--- src/rtl/kernel_cache_loader.sv ---
// kernel_cache_loader: fetches nine bytes into a shadow buffer and commits three 24-bit kernel words atomically
module kernel_cache_loader #(
    parameter int ADDR_W = 16
) (
    input  logic              clk,
    input  logic              rst,
    input  logic              load_start,
    input  logic [ADDR_W-1:0] base_addr,
    output logic              mem_req,
    output logic [ADDR_W-1:0] mem_addr,
    input  logic [7:0]        mem_rdata,
    input  logic              mem_valid,
    output logic [23:0]       cache0,
    output logic [23:0]       cache1,
    output logic [23:0]       cache2,
    output logic              busy,
    output logic              done,
    output logic              kernel_ready
);
    typedef enum logic [1:0] {IDLE, REQ, WAIT, DONE} state_t;
    state_t            state;
    logic [ADDR_W-1:0] base;
    logic [3:0]        k;
    logic [7:0]        shadow [0:8];
    always_ff @(posedge clk) begin
        if (rst) begin
            state        <= IDLE;
            base         <= '0;
            k            <= '0;
            for (int i = 0; i < 9; i++) shadow[i] <= '0;
            cache0       <= '0;
            cache1       <= '0;
            cache2       <= '0;
            mem_req      <= 1'b0;
            mem_addr     <= '0;
            busy         <= 1'b0;
            done         <= 1'b0;
            kernel_ready <= 1'b0;
        end else begin
            mem_req <= 1'b0;
            done    <= 1'b0;
            case (state)
                IDLE: if (load_start) begin
                    base     <= base_addr;
                    k        <= '0;
                    mem_req  <= 1'b1;
                    mem_addr <= base_addr;
                    busy     <= 1'b1;
                    state    <= REQ;
                end
                REQ: state <= WAIT;
                WAIT: if (mem_valid) begin
                    shadow[k] <= mem_rdata;
                    // last byte bypasses the shadow so all three words land on one edge
                    if (k == 4'd8) begin
                        cache0       <= {shadow[0], shadow[1], shadow[2]};
                        cache1       <= {shadow[3], shadow[4], shadow[5]};
                        cache2       <= {shadow[6], shadow[7], mem_rdata};
                        done         <= 1'b1;
                        kernel_ready <= 1'b1;
                        state        <= DONE;
                    end else begin
                        k        <= k + 4'd1;
                        mem_req  <= 1'b1;
                        mem_addr <= base + ADDR_W'(k + 4'd1);
                        state    <= REQ;
                    end
                end
                DONE: begin
                    busy  <= 1'b0;
                    state <= IDLE;
                end
            endcase
        end
    end
endmodule

--- config.mk ---
export PLATFORM = sky130hd
export DESIGN_NAME = kernel_cache_loader
export DESIGN_NICKNAME = d
export VERILOG_FILES = /design/src/rtl/kernel_cache_loader.sv
export SDC_FILE = /design/constraint.sdc
export NUM_CORES = 1
export LEC_CHECK = 0
export CORE_MARGIN = 5
export CORE_UTILIZATION = 48
export CTS_CLUSTER_SIZE = 30
export DETAILED_ROUTE_END_ITERATION = 10
export PLACE_DENSITY = 0.85
export SETUP_SLACK_MARGIN = 0.1
export SLEW_MARGIN = 10
export SYNTH_ARGS = -nofsm -noshare
export SYNTH_HDL_FRONTEND = slang
export SYNTH_SLANG_ARGS = --single-unit
--- constraint.sdc ---
create_clock -name clk -period 2.35 [get_ports clk]
set_clock_uncertainty 0.2 [all_clocks]
set_input_delay 0.705 -clock clk [delete_from_list [all_inputs] [get_ports clk]]
set_output_delay 0.705 -clock clk [all_outputs]
set_load 0.05 [all_outputs]
==> impl_metrics.tcl <==
set metrics [dict create \
    synth_compound_area_share_pct 12.3 \
    crit_slowest_cell "dfxtp_2" \
    start_kind "register" \
    tritoncts "built" \
    syn_nets 758 \
    synth-simple-area-share_pct 20.5 \
    yosys.area_share.adder_pct 1.71 \
    finalWeightedCongestion 0.775 \
    synth.most_common_cell "nand2_1" \
    drc_errors 0 \
    tightest_slew_ns 0.555 \
    cp-end-kind "register" \
    synth_edf_count 64 \
    p_sw_share_pct 25.1 \
    met1Wirelength_mm 7.02 \
    timing.fmax_ghz 0.455 \
    grt.total_usage_pct 20.2 \
    hp-class "reg -> reg" \
    antenna_found_initial 0 \
    grt_pass1_wl_mm 26.9 \
    reg2regPathDepth 10 \
    status "finished clean" \
    required_ns 2.48 \
    dpl.cell_count 1011 \
    detail-route-antenna-nets 0 \
    grt_pass1_vias 5345 \
    drv_cap 0 \
    cp_slowest_stage_delay_ns 0.34 \
    dr.pass1.iters 6 \
    combPwrFrac_pct 7.7 \
    placed_area_um2 8360 \
    leakage_nw 3.69 \
    rsz0062_at_grt "false" \
    design_area_um2 9070 \
    nNetsFinal 887 \
    cts_sinks 178 \
    yosysWarnings 0 \
    synth.yosys.seq_area_share_pct 59.9 \
    synthXorXnorAreaFrac_pct 1.62 \
    syn_area_um2 7010 \
    core_um2 14400 \
    r2r_slack_ns 0.15 \
    regToRegStartpoint "k[0]$_SDFFE_PP0P_" \
    seqPwrFrac_pct 50.0 \
    h-tree-depth 4 \
    drive_above_1_share_pct 22.4 \
    syn_area_per_cell_um2 9.73 \
    critPathKind "reg -> reg" \
    slew_headroom_pct 62.8 \
    dpl_worst_slack_ns -0.439 \
    cp.arrival_ns 2.33 \
    pin_count 120 \
    synth_ff_type "dfxtp_1" \
    crit_buf_inv 3 \
    hold_path_depth 2 \
    holdWs_ns 0.253 \
    num_vias 5662 \
    wl_met2_mm 8.68 \
    holdBufCountCts 0 \
    die_area_um2 17100 \
    worst_slack_ns 0.153 \
    ir_drop_uv 582 \
    dr.first_iter.drc_count 379 \
    netlist_instances 721 \
    io_buffers 119 \
    timing.final.crit_share_pct 93.5 \
    cts_inserted_buffers 17 \
    grt-ovfl-total 0 \
    cts_root_buffer "clkbuf_16" \
    grt_max_degree 53 \
    die_x_um 131 \
    hold_viol_final 0 \
    cts_buffer_depth 2 \
    ys_ff_latch 178 \
    vias_per_cell 5.41 \
    internal_power_w 0.00498 \
    cp_top_family "compound AO/OA/AOI/OAI gates" \
    slew_viol_final 0 \
    met3_wirelength_mm 1.21 \
    setup_viol 0 \
    instances_no_fill 1047 \
    hpwl_mm 11.5 \
    fp-row-count 44 \
    clkLatencyLatePin_ns 0.43 \
    yosysTopAreaCellShare_pct 32.5 \
    async_flop_share_pct 0 \
    min_period_ns 2.20 \
    fp.dieH_um 131 \
    crit_chain "inv_2 -> ha_2 -> inv_1 -> fa_2 -> and3_4 -> o21ai_2 -> buf_4 -> nor4_4 -> o21ai_1 -> a311oi_1" \
    r2r_end "mem_addr[14]$_SDFFE_PP0P_" \
    hp-start "cache0[3]$_SDFFE_PP0P_" \
    post_drt_wl_per_cell_um 16.5 \
    synthToLayoutAreaGrowth_pct 29.3 \
    p_clk_share_pct 42.3 \
    path_clk_slew_ns 0.07 \
    p_sw_w 0.00166 \
    yosysUniqueCellTypes 42 \
    highest_layer "met4" \
    antenna_cells 0 \
    yosysTopAreaCell "dfxtp_1" \
    initial_utilization_pct 48.6 \
    synthTopCellsByArea "dfxtp_1, edfxtp_1, nand2_1" \
    drt_wl_total_mm 17.3 \
    min_to "cache0[3]$_SDFFE_PP0P_" \
    synth_top_family_by_area "simple AND/OR/NAND/NOR gates" \
    ys_top_cells_by_count "nand2_1, dfxtp_1, a21oi_1, and3_1, edfxtp_1" \
    muxShareOfSynthArea_pct 0.143 \
    worstPathMaxFanout 3 \
    power.density_nw_per_um2 732 \
]
[layout by cell type (no fill, tap or decap), types with 5 or more instances in the layout]
master           count
a22oi_1              5
clkbuf_16           17
o21ai_0              9
nand2b_1             6
buf_4              130
dfxtp_1            112
nor2_1              14
xor2_1               9
edfxtp_1            64
and3_1              67
o211ai_1             5
a21oi_1            103
o22ai_1              5
clkdlybuf4s50_1     25
nand2_1            194
ha_1                 7
inv_6                7
buf_12               6
[worst max path at each step]
| stage | from | to | slack [ns] | cells after the start |
|---|---|---|---|---|
| detailed placement | mem_valid | mem_addr[12]$_SDFFE_PP0P_ | -0.44 | 6 |
| global placement | mem_valid | shadow[3][5]$_SDFFCE_PN0P_ | -0.39 | 6 |
| global route | k[0]$_SDFFE_PP0P_ | mem_addr[14]$_SDFFE_PP0P_ | 0.03 | 10 |
| CTS | mem_valid | mem_addr[12]$_SDFFE_PP0P_ | 0.08 | 7 |
| finish | k[0]$_SDFFE_PP0P_ | mem_addr[14]$_SDFFE_PP0P_ | 0.15 | 10 |
| floorplan | rst | shadow[4][0]$_SDFFCE_PN0P_ | 0.12 | 5 |
[power groups by stage]
stage,Sequential (W),Combinational (W),Clock [W]
6_report,0.00332,0.000508,0.00281
4_1_cts,0.00332,0.000498,0.00283
5_1_grt,0.00333,0.000543,0.00299
3_5_place_dp,0.00339,0.000488,0
2_1_floorplan,0.00347,0.000198,0
3_3_place_gp,0.00339,0.000478,0
[registers in the layout (all words and copies together) (netlist names)]
register / flops
state: 2
base: 16
cache0: 24
mem_req: 1
k: 4
shadow: 64
cache1: 24
busy: 1
cache2: 24
done: 1
mem_addr: 16
kernel_ready: 1
[routing by layer]
metal / vias up / GRT usage [%]
li1: 2744 / -
met1: 2680 / 24.9
met2: 206 / 34.1
met3: 32 / 5.20
met4: 0 / 7.99
met5: - / 0
[worst min-delay path, cell delays in order (launching register included)]
cell     delay, ns
dfxtp_1       0.31
nand2_1       0.05
a21oi_1       0.05
[cell type report]
cell class,count,area (um^2)
fill,1138,5360
sequential,178,4210
multi-input combinational,485,2650
timing repair buffer,162,1360
clock buffer,18,429
tap,184,230
clock inverter,14,169
inverter,6,22.5
[cells by family (layout without fill, tap and decap cells)]
logic type               count (synthesis)  in the layout
XOR/XNOR                                13             13
buffers and inverters                   58            200
adder cells (fa/ha/maj)                  9              9
AND/OR/NAND/NOR                        310            310
multiplexers                             1              1
flip-flops                             178            178
AO/OA/AOI/OAI                          152            152
[what timing repair did]
action | 4_1_cts | 5_1_grt
setup endpoints to repair | 37 | 70
gates resized for setup | 7 | 18
pin swaps | 3 | 4
buffers inserted | 3 | 1
endpoints found under the hold margin | 0 | 0
[through the flow]
step                      util [%]  TNS (ns)  power (W)
final                         62.9         0    0.00664
after global routing          62.9         0    0.00686
after CTS                     62.3         0    0.00665
after detailed placement      57.9    -38.03    0.00388
after global placement        57.9    -33.96    0.00387
after floorplan                  -         0    0.00366
Note: power is estimated with default switching activity, not from simulation.
==> RTL edit: new RTL, same settings <==
The 4 states of `state_t` get a Gray code encoding in 2 bits.
--- a/src/rtl/kernel_cache_loader.sv
+++ b/src/rtl/kernel_cache_loader.sv
@@ -17,7 +17,7 @@
     output logic              done,
     output logic              kernel_ready
 );
-    typedef enum logic [1:0] {IDLE, REQ, WAIT, DONE} state_t;
+    typedef enum logic [1:0] {IDLE = 2'b00, REQ = 2'b01, WAIT = 2'b11, DONE = 2'b10} state_t;
     state_t            state;
     logic [ADDR_W-1:0] base;
     logic [3:0]        k;
Check against the original RTL: same outputs for any inputs over 4 cycles, from zero or initial values and one cycle with rst high; so few cycles prove little.
==> RTL edit against the original RTL <==
  * Sequential cell count did not move
  * Non-clock buffer count increased by 7
  * Final area grew 1.5%
  * Worst setup slack got worse by 88 ps
  * Wire length increased by 2.9%
  * Synthesized area rose by 1.4%
  * Critical endpoint is now mem_addr[10]$_SDFFE_PP0P_
  * Largest cell class unchanged
  * Highest routed layer unchanged
Power is not compared: it rests on default switching activity, and its combinational part moved more than twofold at a synthesized area within 25%.
==> RTL edit: results <==
metrics = {
    "outcome": {
        "status": "completed",
    },
    "synthesis": {
        "muxShareOfSynthArea": 0.00141,
        "synthAdderAreaFrac": 0.0222,
        "synth-xor-area-share": 0.0185,
        "yosys_warnings": 0,
        "synth_cell_types": 47,
        "synth_edf_count": 64,
        "synth_compound_area_frac": 0.116,
        "syn-num-nets": 776,
        "yosysSeqAreaShare": 0.591,
        "synth_commonest_cells": "188 x nand2_1, 114 x dfxtp_1, 98 x a21oi_1, 67 x and3_1, 64 x edfxtp_1",
        "avgSynthCellArea_um2": 9.66,
        "synth_area_leaders": "dfxtp_1 32%, edfxtp_1 27%, nand2_1 9.9%",
        "synthArstFlopShare": 0,
        "synthFlopType": "dfxtp_1",
    },
    "clock_tree": {
        "post_cts_buffers": 0,
        "clockRootBuffer": "clkbuf_16",
        "insertion_delay_ps": 430,
        "numCtsBuffers": 17,
        "post_cts_resized": 3,
        "cts_buffer_depth": 2,
        "clkTransAtPathRegs_ps": 60,
        "htreeDepth": 4,
    },
    "detailed_routing": {
        "wl_met1_um": 7410,
        "top_layer": "met4",
        "num_vias": 5814,
        "wl_per_cell_um": 16.7,
        "dr_wl_met2_um": 8800,
        "drt_iter0_drc": 464,
        "drtPass1Iterations": 5,
        "wl_met3_um": 1100,
    },
    "cells_and_area": {
        "final_cells": 1069,
        "drive_above_1_share": 0.237,
        "top_register": "shadow",
        "largest_reg_flops": 64,
        "antenna_cells": 0,
        "fin_nets": 912,
    },
    "global_route": {
        "grt_usage": 0.201,
        "grt_pass1_vias": 5576,
        "grt_antenna_before_repair": 0,
        "grt-ovfl-total": 0,
        "grt_pass1_wl_um": 28400,
        "grt_max_degree": 57,
    },
    "power": {
        "leakage_uw": 0.00378,
        "irDropWorstVdd_mv": 0.533,
    },
    "critical_path": {
        "crit_arrival_ps": 2400,
        "worst_path_max_delay_cell": "fa_2",
        "crit_fanout": 5,
        "critical-path-max-stage-delay_ps": 350,
    },
    "placement": {
        "preCtsSetupSlack_ps": -455,
        "io_buffers": 119,
        "dpl.cell_count": 1035,
        "dp_hpwl_um": 11900,
        "place_congestion": 0.823,
    },
    "timing": {
        "relSlewSlack": 0.599,
    },
    "hold_path": {
        "hp-class": "reg -> reg",
    },
}
RTL edit: final cells by class:
class,instances,area [um^2]
multi-input combinational,497,2760
clock inverter,14,151
fill,1147,5330
clock buffer,18,429
sequential,178,4210
inverter,9,33.8
timing repair buffer,169,1400
tap,184,230
RTL edit: worst paths after layout:
kind,from,end,slack [ps],cells past startpoint
setup / recovery,k[0]$_SDFFE_PP0P_,mem_addr[10]$_SDFFE_PP0P_,60,9
hold / removal,cache0[20]$_SDFFE_PP0P_,cache0[20]$_SDFFE_PP0P_,250,2
setup reg to reg,k[0]$_SDFFE_PP0P_,mem_addr[10]$_SDFFE_PP0P_,60,9
hold reg to reg,cache0[20]$_SDFFE_PP0P_,cache0[20]$_SDFFE_PP0P_,250,2
RTL edit: per-layer routing:
| metal | track usage | vias to the layer above |
|---|---|---|
| met5 | 0 | - |
| met4 | 0.0749 | 0 |
| li1 | - | 2820 |
| met1 | 0.253 | 2750 |
| met3 | 0.0523 | 37 |
| met2 | 0.334 | 207 |
RTL edit: stage by stage:
step	setup TNS [ps]	util	hold WS, ps	cell area [um^2]
4_1_cts	0	0.628	257	9120
2_1_floorplan	0	-	236	7150
5_1_grt	-31.2	0.633	273	9200
3_3_place_gp	-37740	0.587	243	8530
6_report	0	0.633	254	9200
3_5_place_dp	-50850	0.587	248	8530
RTL edit: power by group:
group	total [uW]	switching, uW	internal, uW
Sequential	3570	163	3410
Combinational	2080	1280	794
Clock	2780	1200	1580
RTL edit: critical path: cells and delay by family (launching register included):
family / cells / cell delay (ps)
compound gates: 3 / 820
xor+xnor: 1 / 150
fa+ha+maj: 2 / 480
buf+inv: 2 / 100
flops: 1 / 320
simple gates: 1 / 90
